### config.mk
export PLATFORM = sky130hd
export DESIGN_NAME = mcont_to_chnbuf_demux
export DESIGN_NICKNAME = d
export VERILOG_FILES = /design/src/rtl/mcont_to_chnbuf_demux.sv
export SDC_FILE = /design/constraint.sdc
export NUM_CORES = 1
export LEC_CHECK = 0
export CAP_MARGIN = 5
export CORE_MARGIN = 4
export CORE_UTILIZATION = 40
export CTS_BUF_LIST = sky130_fd_sc_hd__clkbuf_16
export CTS_CLUSTER_DIAMETER = 80
export DETAILED_ROUTE_END_ITERATION = 10
export GPL_ROUTABILITY_DRIVEN = 0
export PLACE_DENSITY = 0.76
export SYNTH_ARGS = -nofsm -noshare
export SYNTH_HDL_FRONTEND = slang
export SYNTH_SLANG_ARGS = --single-unit
### constraint.sdc
create_clock -name clk -period 11.5 [get_ports clk]
set_input_delay 2.3 -clock clk [delete_from_list [all_inputs] [get_ports clk]]
set_output_delay 2.3 -clock clk [all_outputs]
set_load 0.03 [all_outputs]
### src/rtl/mcont_to_chnbuf_demux.sv
// Registers the memory-controller buffer write stream once and fans it out to NUM_CHN
// channel buffers, with per-sequence word counting and sticky channel/overflow errors.
module mcont_to_chnbuf_demux #(
    parameter int              NUM_CHN    = 16,
    parameter int              CHN_WIDTH  = 4,
    parameter int              ADDR_WIDTH = 7,
    parameter int              DATA_WIDTH = 64,
    parameter int              CNT_WIDTH  = 8,
    parameter logic [15:0]     CHN_MASK   = 16'hffff
) (
    input  logic                  rst,
    input  logic                  clk,
    input  logic                  ext_buf_wr,
    input  logic [ADDR_WIDTH-1:0] ext_buf_waddr,
    input  logic [CHN_WIDTH-1:0]  ext_buf_wchn,
    input  logic [DATA_WIDTH-1:0] ext_buf_wdata,
    input  logic                  seq_done,
    input  logic                  err_clr,
    output logic [NUM_CHN-1:0]    buf_wr,
    output logic [ADDR_WIDTH-1:0] buf_waddr,
    output logic [DATA_WIDTH-1:0] buf_wdata,
    output logic [NUM_CHN-1:0]    buf_done,
    output logic [CNT_WIDTH-1:0]  buf_nwords,
    output logic                  err_bad_chn,
    output logic                  err_ovf
);

    localparam logic [CNT_WIDTH-1:0] CNT_MAX = '1;

    function automatic logic [CNT_WIDTH-1:0] cnt_sat_inc(input logic [CNT_WIDTH-1:0] c,
                                                         input logic inc);
        if (inc && (c != CNT_MAX))
            return c + 1'b1;
        return c;
    endfunction

    function automatic logic cnt_would_ovf(input logic [CNT_WIDTH-1:0] c, input logic inc);
        return inc && (c == CNT_MAX);
    endfunction

    logic [NUM_CHN-1:0]    sel_d, sel_q;
    logic                  sel_valid_d, sel_valid_q;
    logic [NUM_CHN-1:0]    buf_wr_d, buf_wr_q;
    logic [NUM_CHN-1:0]    buf_done_d, buf_done_q;
    logic [ADDR_WIDTH-1:0] waddr_d, waddr_q;
    logic [DATA_WIDTH-1:0] wdata_d, wdata_q;
    logic [CNT_WIDTH-1:0]  cnt_d, cnt_q;
    logic [CNT_WIDTH-1:0]  nwords_d, nwords_q;
    logic                  err_bad_d, err_bad_q;
    logic                  err_ovf_d, err_ovf_q;

    logic wr_ok, done_ok, bad_evt, ovf_evt;

    // Stage 1: decode the channel number one edge ahead of the write it qualifies
    always_comb begin
        sel_d = '0;
        for (int i = 0; i < NUM_CHN; i++)
            sel_d[i] = (int'(ext_buf_wchn) == i) && CHN_MASK[i];
        sel_valid_d = |sel_d;
    end

    // Stage 2: strobes, capture, counting and error flags use the selection from stage 1
    always_comb begin
        wr_ok   = ext_buf_wr && sel_valid_q;
        done_ok = seq_done && sel_valid_q;
        bad_evt = (ext_buf_wr || seq_done) && !sel_valid_q;
        ovf_evt = cnt_would_ovf(cnt_q, wr_ok);

        buf_wr_d   = sel_q & {NUM_CHN{ext_buf_wr}};
        buf_done_d = sel_q & {NUM_CHN{seq_done}};

        waddr_d = waddr_q;
        wdata_d = wdata_q;
        if (wr_ok) begin
            waddr_d = ext_buf_waddr;
            wdata_d = ext_buf_wdata;
        end

        cnt_d    = cnt_q;
        nwords_d = nwords_q;
        if (done_ok) begin
            // a write landing together with done still belongs to the finishing sequence
            nwords_d = cnt_sat_inc(cnt_q, ext_buf_wr);
            cnt_d    = '0;
        end else if (wr_ok) begin
            cnt_d = cnt_sat_inc(cnt_q, 1'b1);
        end

        err_bad_d = bad_evt || (err_bad_q && !err_clr);
        err_ovf_d = ovf_evt || (err_ovf_q && !err_clr);
    end

    always_ff @(negedge clk or posedge rst) begin
        if (rst) begin
            sel_q       <= '0;
            sel_valid_q <= 1'b0;
            buf_wr_q    <= '0;
            buf_done_q  <= '0;
            waddr_q     <= '0;
            wdata_q     <= '0;
            cnt_q       <= '0;
            nwords_q    <= '0;
            err_bad_q   <= 1'b0;
            err_ovf_q   <= 1'b0;
        end else begin
            sel_q       <= sel_d;
            sel_valid_q <= sel_valid_d;
            buf_wr_q    <= buf_wr_d;
            buf_done_q  <= buf_done_d;
            waddr_q     <= waddr_d;
            wdata_q     <= wdata_d;
            cnt_q       <= cnt_d;
            nwords_q    <= nwords_d;
            err_bad_q   <= err_bad_d;
            err_ovf_q   <= err_ovf_d;
        end
    end

    assign buf_wr      = buf_wr_q;
    assign buf_done    = buf_done_q;
    assign buf_waddr   = waddr_q;
    assign buf_wdata   = wdata_q;
    assign buf_nwords  = nwords_q;
    assign err_bad_chn = err_bad_q;
    assign err_ovf     = err_ovf_q;

endmodule

# ---- Yosys cells after proc, flatten, opt, wreduce, memory -nomap -nowiden
# Cells that the tools add are included.
dict set report word_totals {
  reg_bits 138
  latch_bits 0
  ramBits 0
  mem_bits_ro 0
  inputBits 80
  out_inout_bits 113
  wordCells 58
  mem_count 0
}
dict set report classes {
  n_addsub 1
  multipliers 0
  div_mod_pow 0
  n_lt_le_gt_ge 0
  eq_ne 17
  n_shift 0
  muxes 11
  n_bitwise 2
  n_reduce_logical 17
}
# operator n
set op_table {}
lappend op_table {{$mux 8} 6}
lappend op_table {{$and 16x16->16} 2}
lappend op_table {{$eq 4x4->1 const B} 8}
lappend op_table {{$eq 4x3->1 const B} 4}
lappend op_table {{$reduce_or 16->1} 1}
lappend op_table {{$add 8x1->8 const B} 1}
lappend op_table {{$eq 4x2->1 const B} 2}
lappend op_table {{$eq 8x8->1 const B} 1}
lappend op_table {{$ne 8x8->1 const B} 1}
lappend op_table {{$logic_and 1x1->1} 7}
lappend op_table {{$mux 1} 5}
lappend op_table {{$eq 4x1->1 const B} 1}
lappend op_table {{$logic_not 4->1} 1}
lappend op_table {{$reduce_bool 2->1} 2}
lappend op_table {{$logic_or 1x1->1} 3}
lappend op_table {{$logic_not 1->1} 2}
lappend op_table {{$reduce_and 2->1} 1}

# ---- Longest topological paths before layout
dict set report logic_depth {
  word_depth 7
  ltp_mapped 7
  mapped_depth_nobuf 5
}

==> run metrics <==
initial antenna violation count 0; Clk pin slew, worst setup/hold paths 0.04 ns; CP arrival 4.38 ns; Avg Cell Area, Syn 10.0 sq um; Sink Count 138; Unique masters post-synth 35; NumNets Final 791; Power, Total 0.00137 W; Ys Warns 0; Worst Tran Pin Value 0.771 ns; Async SR Flop Fraction 100%; Psw 0.000391 W; logic gate share of total power 20.3%; Setup Buffers After CTS 0; Detail Route Antenna Nets 0; clock share of power 38.2%; CP Launch Point ext_buf_wr; sequential area share after synthesis 66.6%; hold path startpoint buf_waddr[0]; leakage dissipation 3.74 nW; Clock Path Buffers 2; CP Capture Type flip-flop; sw frac 28.7%; Area Overhead vs Synth 51.4%; total CTS buffers 17; drt pass-1 iters 4; post-synthesis register bit count 138; CTS tree yes; uppermost layer routed met4; die area 14900 sq um; via count of the routed design 4168; Synth Cell Area 5190 sq um; largest area contributor in the netlist dfrtn_1; Slew headroom 48.6%; final hold vios 0; Crit path largest cell delay 0.79 ns; skew final 0.00539 ns; top post-synthesis cells by area dfrtn_1 (67%), nand2_1 (16%), and2_1 (4.2%), nor2_1 (1.2%), clkbuf_1 (1.0%); vias in the first global route 4322; DRC Markers 0; largest net degree at the start of global routing 85; Die Span Y 122 microns; Die W 122 microns; Hold WC Path Type reg -> reg; number of synthesized flops with an enable pin 0; Startpoint Class input port; final wirelength 13.6 mm; VDD IR max 99.7 uV; Max-Cap Viols 0; register-to-register setup slack 9.39 ns; power per cell area 174 nW/um^2; Internal Power 0.000974 W; first-pass GRT wire length 21.7 mm; run status finished clean; most frequent cells after synthesis nand2_1 (228), dfrtn_1 (138), and2_1 (35), nor2_1 (17), clkbuf_1 (14); Cell Rows 41; top-area cell type share of the netlist area 66.6%; crit-path cells clkdlybuf4s50_1 -> and2_2 -> o2111ai_1 -> xnor2_1 -> o22ai_1; Routed wire per std cell 15.1 microns; htree depth 4; Post-Synthesis Cells 518; IO buf count 192; Post-Syn Nets 599; routed length on met3 894 microns; estimated wirelength of the detail-placed design 9.68 mm; DRT iter0 DRCs 304; Final Slew Violations 0; # hold bufs at CTS 0; ant diodes 0; total track usage 18.8%; grt ovf 0; CP max-delay cell clkdlybuf4s50_1; worst-path maximum fanout 41; r2r startpoint sel_valid_q; RSZ-0062 raised after global routing false; Worst EP required 5.96 ns; post-cts resize count 0; setup TNS 0 ns; Reg power frac 41.5%; total length of routed met2 wires 6.94 mm; met1 wire length 5.44 mm; worst-skew pair later-pin latency 0.39 ns; Post-synth top flop dfrtn_1; most frequent cell after synthesis nand2_1; drt via density 4.66; I/O pin cnt 193; Core Area 12700 sq um; initial core utilization 40.9%; share of layout cells above drive strength 1 6.22%; Final setup viols 0; Root Buffer clkbuf_16; worst setup path class in -> reg
-- per-stage QoR --
stage	worst slack (ns)	cell area (sq um)	utilization, %	cells	hold slack [ns]
after floorplan	1.84	5190	-	518	0.405
after detailed placement	1.16	7280	57.4	863	0.421
final	1.58	7860	62.0	895	0.416
after CTS	1.58	7860	62.0	895	0.423
after global placement	1.20	7280	57.4	863	0.417
after global routing	1.33	7860	62.0	895	0.436
-- power groups by stage --
stage	clock [W]	combinational, W	sequential (W)
after CTS	0.000536	0.000281	0.000568
after detailed placement	0	0.000279	0.000575
after global routing	0.000559	0.000297	0.000574
final	0.000521	0.000277	0.000567
after floorplan	0	0.0000692	0.000650
after global placement	0	0.000274	0.000573
-- layout by cell type, fill, tap and decap left out, types with 7 or more instances in the layout --
master           synthesis  routed
nor2_1                  17      17
nand2_1                228     227
inv_1                    9       8
dfrtn_1                138     138
and2_1                  35      34
nor3_1                   7       7
o21ai_0                  8       8
clkdlybuf4s50_1          0     192
clkbuf_16                0      17
a21oi_1                  7       7
-- sequential cells by signal (all words and copies together), names as in the netlist --
signal / cells
buf_wdata: 64
buf_done: 16
buf_wr: 16
sel_q: 16
buf_nwords: 8
cnt_q: 8
buf_waddr: 7
err_bad_chn: 1
err_ovf: 1
sel_valid_q: 1
-- cell type report --
type	instances	area, sq um
clock inverters	15	151
repair buffers	198	1980
fillers	1055	4820
inverters	9	37.5
well taps	172	215
clock buffers	17	425
flip-flops and latches	138	3450
multi-input cells	346	1590
-- worst max-delay path: cells and delay by family --
| kind | cells | cell delay (ns) |
|---|---|---|
| buffers and inverters | 1 | 0.79 |
| xor gates and xnor gates | 1 | 0.18 |
| and+or+nand+nor | 1 | 0.75 |
| AOI/OAI and AO/OA | 2 | 0.35 |
-- layer usage --
layer	track usage [%]	vias up
li1	-	2002
met1	22.5	2012
met2	31.9	130
met3	5.80	24
met4	7.28	0
met5	0	-
-- cells by family after synthesis --
group	count (synthesis)	share of synthesized area, %
simple gates	303	24.8
flops	138	66.6
buf+inv	34	2.82
compound gates	30	3.62
xor+xnor	8	1.35
mux	3	0.579
fa+ha+maj	1	0.241
other cells	1	0.0723
-- final timing paths --
path,endpoint,cells past startpoint
min reg2reg,buf_waddr[0],2
max reg2reg,cnt_q[5],4
min,buf_waddr[0],2
min in group asynchronous,buf_wdata[51],2
max in group asynchronous,buf_waddr[5],3
max,cnt_q[5],5
Note: power is estimated with default switching activity, not from simulation.
